--- src/rtl/dmem_pkg.sv ---
// -----------------------------------------------------------------------------
// dmem_pkg
// Shared definitions for the data-memory responder:
//   - dmemState_t  : responder FSM states (IDLE, WAIT, RESP)
//   - WORD_W       : data word width in bits
//   - BE_W         : number of byte lanes per word
//   - isBadAddr()  : flags a byte address that is misaligned or beyond the array
// Optional feature macro used by the users of this package: DMEM_BYTE_EN_EN.
// -----------------------------------------------------------------------------
package dmem_pkg;

   localparam int WORD_W = 32;
   localparam int BE_W   = WORD_W / 8;

   typedef enum logic [1:0] {
      IDLE = 2'd0,
      WAIT = 2'd1,
      RESP = 2'd2
   } dmemState_t;

   // An access is rejected when it is not word aligned, or when any address
   // bit above the word-index field is set (the word lies past the array).
   function automatic logic isBadAddr(input logic [WORD_W-1:0] addr,
                                      input int                aw);
      logic [WORD_W-1:0] upper;
      upper = addr >> (aw + 2);
      return (addr[1:0] != 2'b00) || (upper != '0);
   endfunction

endpackage : dmem_pkg

--- src/rtl/dmem_array.sv ---
// -----------------------------------------------------------------------------
// dmem_array
// Word storage for the data-memory responder. Byte-lane synchronous write,
// combinational read of the addressed word. Contents are never reset.
//
// Parameters:
//   DEPTH  number of WORD_W-bit words (power of two)
//   AW     word-index width, $clog2(DEPTH)
// Ports:
//   clk    clock, writes happen on its rising edge
//   we     write enable for this edge
//   be     per-byte write enables (all ones when byte enables are disabled)
//   idx    word index for both the write and the read
//   wdata  write data
//   rdata  current contents of word idx
// -----------------------------------------------------------------------------
module dmem_array
   import dmem_pkg::*;
#(
   parameter int DEPTH = 32,
   parameter int AW    = $clog2(DEPTH)
) (
   input  logic              clk,
   input  logic              we,
   input  logic [BE_W-1:0]   be,
   input  logic [AW-1:0]     idx,
   input  logic [WORD_W-1:0] wdata,
   output logic [WORD_W-1:0] rdata
);

   logic [WORD_W-1:0] mem [DEPTH];

   always_ff @(posedge clk) begin
      if (we) begin
         for (int b = 0; b < BE_W; b++) begin
            if (be[b]) begin
               mem[idx][8*b +: 8] <= wdata[8*b +: 8];
            end
         end
      end
   end

   assign rdata = mem[idx];

endmodule : dmem_array

--- src/rtl/dmem_responder.sv ---
// -----------------------------------------------------------------------------
// dmem_responder
// Memory-side responder for the MEM-stage data interface. Accepts one load or
// store per request handshake, waits LATENCY cycles, performs the access, then
// presents read data / error on the response channel until it is taken.
//
// Handshake rule (both channels): a transfer happens on a rising clk edge
// where valid and ready are both 1. The request side must hold req_* stable
// while req_valid is 1 and req_ready is 0. The responder holds rsp_rdata and
// rsp_err stable while rsp_valid is 1 and rsp_ready is 0.
//
// Parameters:
//   DEPTH    words in the array (power of two, >= 2)
//   LATENCY  wait-state cycles between acceptance and commit (>= 1)
//   AW       word-index width, derived from DEPTH
// Ports:
//   clk, rst              clock; synchronous active-high reset
//   req_valid/req_ready   request handshake
//   req_we                1 = store, 0 = load
//   req_addr              byte address
//   req_wdata             store data
//   req_be                byte enables (only when DMEM_BYTE_EN_EN is defined)
//   rsp_valid/rsp_ready   response handshake
//   rsp_rdata             load data, 0 for stores and errors
//   rsp_err               misaligned or out-of-range access
//   busy                  FSM is not in IDLE (also serves as state visibility)
//
// Optional feature: define DMEM_BYTE_EN_EN to add req_be; otherwise every
// store writes the whole word.
// -----------------------------------------------------------------------------
module dmem_responder
   import dmem_pkg::*;
#(
   parameter  int DEPTH   = 32,
   parameter  int LATENCY = 2,
   localparam int AW      = $clog2(DEPTH)
) (
   input  logic              clk,
   input  logic              rst,
   input  logic              req_valid,
   output logic              req_ready,
   input  logic              req_we,
   input  logic [WORD_W-1:0] req_addr,
   input  logic [WORD_W-1:0] req_wdata,
`ifdef DMEM_BYTE_EN_EN
   input  logic [BE_W-1:0]   req_be,
`endif
   output logic              rsp_valid,
   input  logic              rsp_ready,
   output logic [WORD_W-1:0] rsp_rdata,
   output logic              rsp_err,
   output logic              busy
);

   // Counter just wide enough to hold LATENCY-1.
   localparam int CW = (LATENCY > 1) ? $clog2(LATENCY) : 1;

   dmemState_t        state;
   dmemState_t        stateNext;
   logic [CW-1:0]     cnt;

   // Request captured at acceptance.
   logic              weQ;
   logic [WORD_W-1:0] addrQ;
   logic [WORD_W-1:0] wdataQ;
   logic [BE_W-1:0]   beQ;
   logic [BE_W-1:0]   reqBe;

   logic [WORD_W-1:0] rdataQ;
   logic              errQ;

   logic              accept;
   logic              commit;
   logic              addrErr;
   logic              arrWe;
   logic [AW-1:0]     idx;
   logic [WORD_W-1:0] arrRdata;

`ifdef DMEM_BYTE_EN_EN
   assign reqBe = req_be;
`else
   assign reqBe = '1;
`endif

   assign accept  = req_valid && (state == IDLE);
   assign commit  = (state == WAIT) && (cnt == '0);
   assign addrErr = isBadAddr(addrQ, AW);
   assign idx     = addrQ[AW+1:2];

   // Reset wins over the commit edge, so the write is masked by rst as well.
   assign arrWe   = commit && weQ && !addrErr && !rst;

   dmem_array #(
      .DEPTH (DEPTH),
      .AW    (AW)
   ) uArray (
      .clk   (clk),
      .we    (arrWe),
      .be    (beQ),
      .idx   (idx),
      .wdata (wdataQ),
      .rdata (arrRdata)
   );

   // Next-state and handshake outputs.
   always_comb begin
      stateNext = state;
      req_ready = 1'b0;
      rsp_valid = 1'b0;
      busy      = 1'b1;
      unique case (state)
         IDLE: begin
            req_ready = 1'b1;
            busy      = 1'b0;
            if (req_valid) begin
               stateNext = WAIT;
            end
         end
         WAIT: begin
            if (cnt == '0) begin
               stateNext = RESP;
            end
         end
         RESP: begin
            rsp_valid = 1'b1;
            if (rsp_ready) begin
               stateNext = IDLE;
            end
         end
         default: begin
            stateNext = IDLE;
         end
      endcase
   end

   always_ff @(posedge clk) begin
      if (rst) begin
         state <= IDLE;
      end else begin
         state <= stateNext;
      end
   end

   // Wait-state counter and captured request.
   always_ff @(posedge clk) begin
      if (rst) begin
         cnt    <= '0;
         weQ    <= 1'b0;
         addrQ  <= '0;
         wdataQ <= '0;
         beQ    <= '1;
      end else if (accept) begin
         cnt    <= CW'(LATENCY - 1);
         weQ    <= req_we;
         addrQ  <= req_addr;
         wdataQ <= req_wdata;
         beQ    <= reqBe;
      end else if ((state == WAIT) && (cnt != '0)) begin
         cnt    <= cnt - CW'(1);
      end
   end

   // Response registers: loaded at commit, held through RESP, cleared on the
   // response handshake so they read 0 whenever no response is pending.
   always_ff @(posedge clk) begin
      if (rst) begin
         rdataQ <= '0;
         errQ   <= 1'b0;
      end else if (commit) begin
         errQ   <= addrErr;
         rdataQ <= (!weQ && !addrErr) ? arrRdata : '0;
      end else if ((state == RESP) && rsp_ready) begin
         rdataQ <= '0;
         errQ   <= 1'b0;
      end
   end

   assign rsp_rdata = rdataQ;
   assign rsp_err   = errQ;

endmodule : dmem_responder

--- config.mk ---
export PLATFORM = sky130hd
export DESIGN_NAME = dmem_responder
export DESIGN_NICKNAME = d
export VERILOG_FILES = /design/src/rtl/dmem_pkg.sv /design/src/rtl/dmem_array.sv /design/src/rtl/dmem_responder.sv
export SDC_FILE = /design/constraint.sdc
export NUM_CORES = 1
export LEC_CHECK = 0
export CORE_ASPECT_RATIO = 0.7
export CORE_MARGIN = 2
export CORE_UTILIZATION = 50
export CTS_CLUSTER_SIZE = 28
export DETAILED_ROUTE_END_ITERATION = 7
export GPL_ROUTABILITY_DRIVEN = 0
export PLACE_DENSITY = 0.67
export SYNTH_ARGS = -nofsm -noshare
export SYNTH_HDL_FRONTEND = slang
export SYNTH_SLANG_ARGS = --single-unit
--- constraint.sdc ---
create_clock -name clk -period 14.4 [get_ports clk]
set_input_delay 2.88 -clock clk [delete_from_list [all_inputs] [get_ports clk]]
set_output_delay 2.88 -clock clk [all_outputs]
set_load 0.01 [all_outputs]
[Word-level counts from Yosys, hierarchy flattened]
Memories as Yosys holds them, arrays and structs flattened. A register that Yosys moved wholly into a read port is not among the register bits.
Index checks and enable logic that the tools add are counted.
Operators by class
  bitwise gates (word level): 1
  mux-type cells: 18
  order comparisons: 0
  reductions and logical operators: 18
  shift-type cells: 0
  $mul: 0
  $add $sub $neg: 1
  div/mod/pow operators: 0
  eq/ne operators: 5
Operator list (count)
  $mux 32: 3
  $reduce_bool 32->1: 1
  $mux 5: 2
  $mux 1: 9
  $logic_and 1x1->1: 8
  $mux 2: 3
  $ne 2x2->1 const B: 3
  $pmux 2 s3: 1
  $reduce_bool 2->1: 3
  $logic_not 1->1: 3
  $reduce_and 3->1: 1
  $eq 2x1->1 const B: 1
  $eq 2x2->1 const B: 1
  $logic_not 2->1: 1
  $logic_or 1x1->1: 1
  $not 1->1: 1
  $sub 1x1->1 const B: 1
Word-level totals
  logic and storage cells: 51
  bits in latches: 0
  bits in writable memories: 1024
  input bits: 69
  output and inout bits: 36
  flip-flop bits (word level): 101
  memories kept: 1
  memory bits (read-only): 0
Memories
  uArray.mem: depth 32, width 32, rd ports 1, clocked after Yosys merged registers in 1, wr ports 1, line dmem_array.sv:31  | logic [WORD_W-1:0] mem [DEPTH];

[Depth between registers and ports, before layout]
Gate-level depths: netlist of run 1.
  depth after elaboration: 7
  mapped depth: 9
  depth with buffers taken out: 5

[Cells and area by module]
Synthesis of run 1 repeated with hierarchy kept, for this count alone.
Unflattened totals
  cell total of the unflattened synthesis: 2589
  area total of the unflattened synthesis: 43097.6 um^2
By module, submodules not included
  dmem_array: sequential area each 30749.5 um^2, instances 1, area an instance 39562.9 um^2, cells each 2198
  dmem_responder: sequential area each 2021.9 um^2, instances 1, area an instance 3534.6 um^2, cells each 391

[Least setup slack after synthesis of run 1]
Ideal clock, no wire load.
  path kind: input port to flip-flop
  start point: input port rst
  end point: memory uArray.mem[20][0], enable pin
  setup slack: 7.440 ns
  buffers on the path: 1
  library setup time: 0.502 ns
  stages: 4
  data required time: 13.898 ns
  arrival: 6.458 ns
  cells stage by stage: clkbuf_1 -> nor2b_1 -> nand3_1 -> nor4_1
On the way
  word-level cells in the longest chain between the ends: 4
RTL lines
  start, declared: line dmem_responder.sv:39  | input logic rst,
  $logic_not 1->1: line dmem_responder.sv:91  | assign arrWe = commit && weQ && !addrErr && !rst;
  $logic_and 1x1->1: line dmem_responder.sv:91
  $mux 1: line dmem_array.sv:34  | if (we) begin
  $mux 1 (implied by the code): line dmem_array.sv:37  | mem[idx][8*b +: 8] <= wdata[8*b +: 8];
  end, declared: line dmem_array.sv:31
Every way passes these cells.

[Final worst setup path of run 1]
  start point: input port rst
  end point: memory uArray.mem[2][10], enable pin
Same word-level chain as after synthesis.

==> run metrics, run 1 <==
post-synthesis adder-cell area fraction=0%; most frequent cell after synthesis=edfxtp_1; fin util=57.6%; ys async rst share=0%; global route hottest layer=met2; sequential fraction of the synthesis area=76.8%; Min-Delay Path Class=reg2reg; DR vias=21,200; global-route wire length before repair=145,000 um; Layout fillers=6,127; CP max FO=73; Cell Area, Placed=45,300 um^2; fmax=0.185 GHz; Num CTS Buffers=99; WP data required=14,680 ps; grt met1 use=33.9%; Cells after DPL=3,311; average wire per standard cell=28.3 um; Post-synth EDFFs=1,024; Setup crit end kind=flip-flop; PD cells=139 nW/um^2; main combinational cell family by area after synthesis=multiplexers; Overflow after GRT=0; CTS root buf=clkbuf_16; Worst EP arrival=5690 ps; multiplexer share of the synthesized area=14.9%; Residual DRC=0; # setup viols final=0; Core Area=84,500 um^2; initial core utilization=50.7%; Lkg Pwr=14.5 nW; Crit. Startpoint=rst; die height=249 um; Final Hold Vio Count=0; count of cell types in the netlist=39; Yosys Warn Count=0; IO Port Bufs=104; layout cell share with drive strength beyond 1=23.2%; critical path type=in2reg; Total GRT Usage=22.6%; Post-Synth Simple-Gate Area=3.99%; # clock sinks=1,130; initial antenna violation count=7; vias in the first global route=21,000; Critical-path top delay cell=and2_2; Synth area leaders=edfxtp_1, mux4_2, dfxtp_1; sum of negative setup slack=0 ps; #FFs+latches synth=1,130; Commonest cells post-synth=edfxtp_1, mux4_2, nand2_1; post-route cell area=48,700 um^2; peak supply drop=96.4 uV; RSZ-0062 raised after global routing=no; hpwl dp=58,000 um; Worst-Margin Slew=1400 ps; Rows=89; CTS Buffer Depth=3; Clock Skew=16.7 ps; pin count of the biggest net entering global routing=147; status=finished clean; CTS tree=built; Post-Syn Nets=2,216; Period Utilization, post-route=37.6%; Hold Slack=449 ps; syn_area_per_cell=19.9 um^2; DRT antenna net count=0; Worst setup SP type=primary input; area fraction in compound gates after synthesis=2.99%; GR Util met2=34.4%; P&R area growth vs syn=13.7%; worst hold start=rsp_rdata[6]; DRT Wirelength=98,900 um; CTS H-Tree Depth=3; Synth area leader=edfxtp_1; chip width=354 um; vias per std cell=6.08; crit path cell chain=buf_2 > buf_4 > nor2b_1 > nor2b_1 > nor4b_1 > and2_2; Final min period=5420 ps; area fraction of the dominant cell type after synthesis=71.8%; Synth Area in XOR/XNOR=0%; cell mode on critical path=nor2b_1; final max-slew violation count=0; critical path's largest stage delay=980 ps; Cell Area, Synth=42,800 um^2; post-cts sizing count=0; # nets final=2,344; non-filler cells, final=3,496; clock latency at the later pin of the worst-skew pair=670 ps; Setup Fix Bufs, Post-CTS=0; Post-synth top flop=edfxtp_1; global-route met3 utilization=4.51%; Slew HR=6.61%; post-synthesis cell count=2,147; Reg clk slew, reported paths=60 ps; Die Area=88,000 um^2; drt initial violations=2,388; IO Count=105; drt first pass iters=5; max-cap viol count=0; hold_buf cts=0
## cell usage in the layout (no fill, tap or decap), types with 4 or more instances in the layout
| master | count |
|---|---|
| nor2b_1 | 31 |
| clkdlybuf4s50_1 | 103 |
| clkinv_2 | 23 |
| clkbuf_8 | 4 |
| and2_2 | 10 |
| o221ai_1 | 30 |
| nor3_2 | 7 |
| nor3b_1 | 22 |
| nor4_1 | 6 |
| buf_4 | 48 |
| mux2_2 | 38 |
| clkinv_1 | 16 |
| nor2_4 | 12 |
| a211oi_1 | 15 |
| clkbuf_16 | 102 |
| bufinv_16 | 15 |
| a21oi_1 | 81 |
| nand3b_1 | 8 |
| o21ai_0 | 7 |
| mux2i_1 | 15 |
| nor3_1 | 4 |
| inv_1 | 4 |
| o21ai_1 | 33 |
| and2_1 | 7 |
| nand2_1 | 168 |
| nor2_1 | 65 |
| o21a_1 | 11 |
| mux4_2 | 257 |
| nor2b_4 | 4 |
| o22ai_1 | 30 |
| dfxtp_4 | 5 |
| clkbuf_1 | 15 |
| edfxtp_1 | 1024 |
| clkinvlp_4 | 4 |
| dfxtp_1 | 99 |
## per-layer routing
| metal | share of wire [%] | vias up |
|---|---|---|
| li1 | - | 8971 |
| met1 | 43 | 11300 |
| met2 | 47 | 841 |
| met3 | 7.8 | 136 |
| met4 | 2.1 | 2 |
| met5 | 0.013 | - |
## worst paths after layout
path	end	slack (ps)	cells after the start
min	rsp_rdata[6]	450	2
max	uArray.mem[2][10]	8980	6
min reg2reg	rsp_rdata[6]	450	2
max reg2reg	rsp_rdata[20]	9930	6
## cell families (layout without fill, tap and decap cells)
| logic type | after synthesis | in the layout |
|---|---|---|
| flops | 1130 | 1130 |
| simple gates | 367 | 367 |
| mux | 310 | 310 |
| compound gates | 210 | 210 |
| buf+inv | 130 | 341 |
| other cells | 0 | 1 |
## power breakdown
part	internal (W)	switching, W
Clock	0.00159	0.00117
Sequential	0.00360	0.0000454
Combinational	0.000145	0.000205
Total	0.00533	0.00142
## sequential cells by signal, indices dropped and copies added, names as in the netlist, named ones only
register,flops
rsp_rdata,32
addrQ,32
rsp_err,1
cnt,1
weQ,1
wdataQ,32
uArray.mem,1024
state,2
## final cells by class
| class | count | area [um^2] | share of cell area [%] |
|---|---|---|---|
| Sequential cell | 1130 | 32900 | 67.6 |
| Inverter | 4 | 15.0 | 0.0308 |
| Multi-Input combinational cell | 887 | 9550 | 19.6 |
| Tap cell | 1137 | 1420 | 2.92 |
| Antenna cell | 1 | 2.50 | 0.00514 |
| Clock buffer | 121 | 2660 | 5.47 |
| Timing Repair Buffer | 153 | 1420 | 2.91 |
| Clock inverter | 63 | 722 | 1.48 |
## critical path: cells and delay by family
| family | cells | cell delay [ps] |
|---|---|---|
| buf+inv | 2 | 420 |
| simple gates | 4 | 2310 |
## stage by stage
stage	worst slack, ps	total power [W]
floorplan	7440	0.00392
global placement	8380	0.00406
detailed placement	8380	0.00407
CTS	9040	0.00678
global route	8890	0.00694
finish	8980	0.00675
Note: power is estimated with default switching activity, not from simulation.
==> run 2, diff against run 1 <==
==> constraint.sdc (replaced) <==
create_clock -name clk -period 5.35 [get_ports clk]
set_input_delay 1.07 -clock clk [delete_from_list [all_inputs] [get_ports clk]]
set_output_delay 1.07 -clock clk [all_outputs]
set_load 0.01 [all_outputs]
==> run metrics, run 2 (synthesis gave the netlist of run 1 again) <==
status=finished clean; switching share of power=20.8%; Crit. Startpoint=state[0]; Setup Slack @ Placement=1520 ps; Logic pwr share=5.1%; chip width=354 um; CTS root buf=clkbuf_16; IO Port Bufs=104; fmax=0.281 GHz; hpwl dp=57,900 um; vias in the first global route=21,400; Largest Register=uArray.mem; # clock sinks=1,130; PD cells=368 nW/um^2; Slew HR=14.9%; # nets final=2,344; Overflow after GRT=0; critical path type=reg2reg; CTS tree=built; max-cap viol count=0; hold_buf cts=0; Setup Fix Bufs, Post-CTS=0; max FFs per register=1,024; ANT cells=0; Setup crit end kind=flip-flop; hold path depth=2; RSZ-0062 raised after global routing=no; DRT Wirelength=98,000 um; peak supply drop=296 uV; register area=32,900 um^2; die height=249 um; Worst setup SP type=flip-flop; Min-Delay Path Class=reg2reg; most frequent cells in the layout=edfxtp_1, mux4_2, nand2_1, clkbuf_16, clkdlybuf4s50_1; Num CTS Buffers=97; Layout fillers=6,037; Period Utilization, post-route=66.4%; DR vias=21,100; initial antenna violation count=1; switching pwr=0.00373 W; drt first pass iters=5; critical path's largest stage delay=690 ps; Core Area=84,500 um^2; multi-input combinational cell area=9550 um^2; sum of negative setup slack=0 ps; global-route wire length before repair=144,000 um; pin count of the biggest net entering global routing=73; final max-slew violation count=0; Final Worst Setup Slack=1800 ps; # setup viols final=0; CTS H-Tree Depth=3; Final Hold Vio Count=0; post-cts sizing count=0; vias per std cell=6.03; clock latency at the later pin of the worst-skew pair=670 ps; average wire per standard cell=28.0 um; Residual DRC=0; Die Area=88,000 um^2; Lkg Pwr=14.5 nW; clock power share=39.9%; DRT antenna net count=0; Rows=89; reg-to-reg critical path startpoint=state[0]; cells on worst reg2reg path=6; Clock Skew=22.1 ps; initial core utilization=50.7%; WP data required=5670 ps; Reg clk slew, reported paths=60 ps; layout cell share with drive strength beyond 1=22.6%; Critical-path top delay cell=nor4b_1; Final min period=3550 ps; worst hold start=rsp_rdata[29]; CP max FO=19; Worst EP arrival=3870 ps; commonest non-fill, non-tap cell in the layout=edfxtp_1; drt initial violations=2,264; CTS Buffer Depth=3; crit path cell chain=nor3b_2 > nand4_1 > or2_1 > nor4b_1 > nor2b_4 > buf_4; P&R area growth vs syn=13.5%; Reg power frac=55.0%; Total GRT Usage=22.3%; P_int=0.0142 W; Worst-Margin Slew=1270 ps; IO Count=105
[run 2: changes by cell type in the layout (fill, tap and decap cells not counted), sizes merged]
cell / before / now
buf: 50 / 52
diode: 1 / 0
clkbuf: 121 / 144
bufinv: 15 / 8
clkinv: 43 / 26
clkinvlp: 4 / 3
[run 2: per-layer routing]
metal	track usage (%)	wire length, um
met1	32.7	42000
met2	34.5	46400
met3	4.52	7480
met4	5.92	2190
met5	0	0
[run 2: stage by stage]
step,area [um^2],hold WS [ps],std cells,utilization [%],power (W)
6_report,48600,441,3495,57.5,0.0179
5_1_grt,48600,473,3495,57.5,0.0184
4_1_cts,48600,446,3495,57.5,0.0180
3_5_place_dp,45400,437,3313,53.7,0.0109
3_3_place_gp,45400,433,3313,53.7,0.0109
2_1_floorplan,42800,436,2147,-,0.0106
[run 2: power groups by stage]
stage | combinational, W | sequential, W | clock [W]
after floorplan | 0.000581 | 0.00997 | 0
after global placement | 0.000908 | 0.0100 | 0
after detailed placement | 0.000924 | 0.0100 | 0
after CTS | 0.000927 | 0.00983 | 0.00722
after global routing | 0.000976 | 0.00984 | 0.00759
final | 0.000915 | 0.00983 | 0.00714
[run 2: area by class of cell]
class | count | share of cell area (%)
clock buffer | 144 | 5.87
tap | 1137 | 2.93
inverter | 4 | 0.0309
multi-input combinational | 887 | 19.6
timing repair buffer | 155 | 3.10
clock inverter | 38 | 0.788
sequential | 1130 | 67.7
[run 2: final timing paths]
kind	endpoint	slack, ps
hold reg to reg	rsp_rdata[29]	440
setup / recovery	uArray.mem[3][13]	1800
setup reg to reg	uArray.mem[3][13]	1800
hold / removal	rsp_rdata[29]	440
[run 2: worst max-delay path: cells and delay by family (launching register included)]
family | cells | cell delay, ps
buffers and inverters | 1 | 420
flip-flops | 1 | 440
AND/OR/NAND/NOR | 5 | 2330
==> run 3, diff against run 2 <==
--- a/config.mk
+++ b/config.mk
@@ -11,7 +11,7 @@
 export CTS_CLUSTER_SIZE = 28
 export DETAILED_ROUTE_END_ITERATION = 7
 export GPL_ROUTABILITY_DRIVEN = 0
-export PLACE_DENSITY = 0.67
+export PLACE_DENSITY = 0.69
 export SYNTH_ARGS = -nofsm -noshare
 export SYNTH_HDL_FRONTEND = slang
 export SYNTH_SLANG_ARGS = --single-unit
==> constraint.sdc (replaced) <==
create_clock -name clk -period 3.09 [get_ports clk]
set_input_delay 0.618 -clock clk [delete_from_list [all_inputs] [get_ports clk]]
set_output_delay 0.618 -clock clk [all_outputs]
set_load 0.01 [all_outputs]
==> run metrics, run 3 (synthesis gave the netlist of run 1 again) <==
status=finished clean; PD cells=626 nW/um^2; DRT Wirelength=98,000 um; Setup Fix Bufs, Post-CTS=0; CTS Buffer Depth=3; critical path type=reg2reg; Lkg Pwr=14.9 nW; Die Area=88,000 um^2; CP max FO=32; Num CTS Buffers=98; Slew HR=10.8%; non-filler cells, final=3,557; hpwl dp=57,300 um; Final Worst Setup Slack=280 ps; Total GRT Usage=22.4%; max FFs per register=1,024; Core Area=84,500 um^2; IO Count=105; vias per std cell=6.07; Cell Area, Placed=46,300 um^2; Period Utilization, post-route=91.0%; Hold Slack=447 ps; Reg clk slew, reported paths=70 ps; Min-Delay Path Class=reg2reg; CTS tree=built; Setup Slack @ Placement=308 ps; CTS root buf=clkbuf_16; Clock Skew=26.8 ps; DR vias=21,600; # setup viols final=0; ANT cells=0; die height=249 um; Rows=89; final max-slew violation count=0; CTS H-Tree Depth=3; Worst EP arrival=3160 ps; peak supply drop=542 uV; Overflow after GRT=0; post-route cell area=49,500 um^2; # clock sinks=1,130; global-route wire length before repair=145,000 um; Residual DRC=0; hold_buf cts=0; commonest non-fill, non-tap cell in the layout=edfxtp_1; initial core utilization=50.7%; RSZ-0062 raised after global routing=no; post-cts sizing count=0; # nets final=2,405; vias in the first global route=21,800; fmax=0.356 GHz; layout cell share with drive strength beyond 1=24.8%; drt initial violations=2,339; Cells after DPL=3,373; drt first pass iters=7; Crit. Startpoint=addrQ[10]; Worst-Margin Slew=1340 ps; P&R area growth vs syn=15.6%; DRT antenna net count=0; max-cap viol count=0; Final Hold Vio Count=0; pin count of the biggest net entering global routing=73; Setup crit end kind=flip-flop; Final min period=2810 ps; reg-to-reg critical path startpoint=addrQ[10]; chip width=354 um; average wire per standard cell=27.5 um; most frequent cells in the layout=edfxtp_1, mux4_2, nand2_1, clkdlybuf4s50_1, clkbuf_16; Largest Register=uArray.mem; WP data required=3430 ps; clock latency at the later pin of the worst-skew pair=680 ps; IO Port Bufs=104; Worst setup SP type=flip-flop; sum of negative setup slack=0 ps; initial antenna violation count=2; worst hold start=rsp_rdata[29]
run 3: path summary, 6_finish.rpt:
path,endpoint,slack (ps),depth (start not counted)
worst max register to register,uArray.mem[28][14],280,6
worst min register to register,rsp_rdata[29],450,2
worst min-delay path,rsp_rdata[29],450,2
worst max-delay path,uArray.mem[28][14],280,6
run 3: report_power, final:
group | total [W] | internal (W) | switching [W] | leakage, nW
Sequential | 0.0170 | 0.0168 | 0.000209 | 9.89
Combinational | 0.00162 | 0.000710 | 0.000915 | 3.37
Clock | 0.0124 | 0.00695 | 0.00542 | 1.59
Total | 0.0310 | 0.0244 | 0.00654 | 14.9
run 3: worst max-delay path, cell delays in order, from the launching register on:
cell     delay [ps]
dfxtp_1         330
nor4_1          410
nand4_1         320
or2_1           360
or3_1           550
nor3_4          220
buf_12          270
run 3: stage by stage:
step           utilization (%)  total power, W
2_1_floorplan                -          0.0183
3_3_place_gp              54.7          0.0189
3_5_place_dp              54.7          0.0190
4_1_cts                   58.6          0.0312
5_1_grt                   58.6          0.0319
6_report                  58.6          0.0310
run 3: layer usage:
layer	track usage (%)	part of all wire (%)	vias up
met5	0	0.013	-
met4	5.84	2.3	2
met3	3.88	8.3	149
met2	34.5	47	1013
met1	33.5	42	11400
li1	-	-	9091
run 3: layout make-up:
| type | count | area, um^2 |
|---|---|---|
| fill | 5954 | 35000 |
| sequential | 1130 | 32900 |
| multi-input combinational | 887 | 9580 |
| clock buffer | 135 | 2770 |
| timing repair buffer | 215 | 2360 |
| tap | 1137 | 1420 |
| clock inverter | 49 | 479 |
| inverter | 4 | 15.0 |
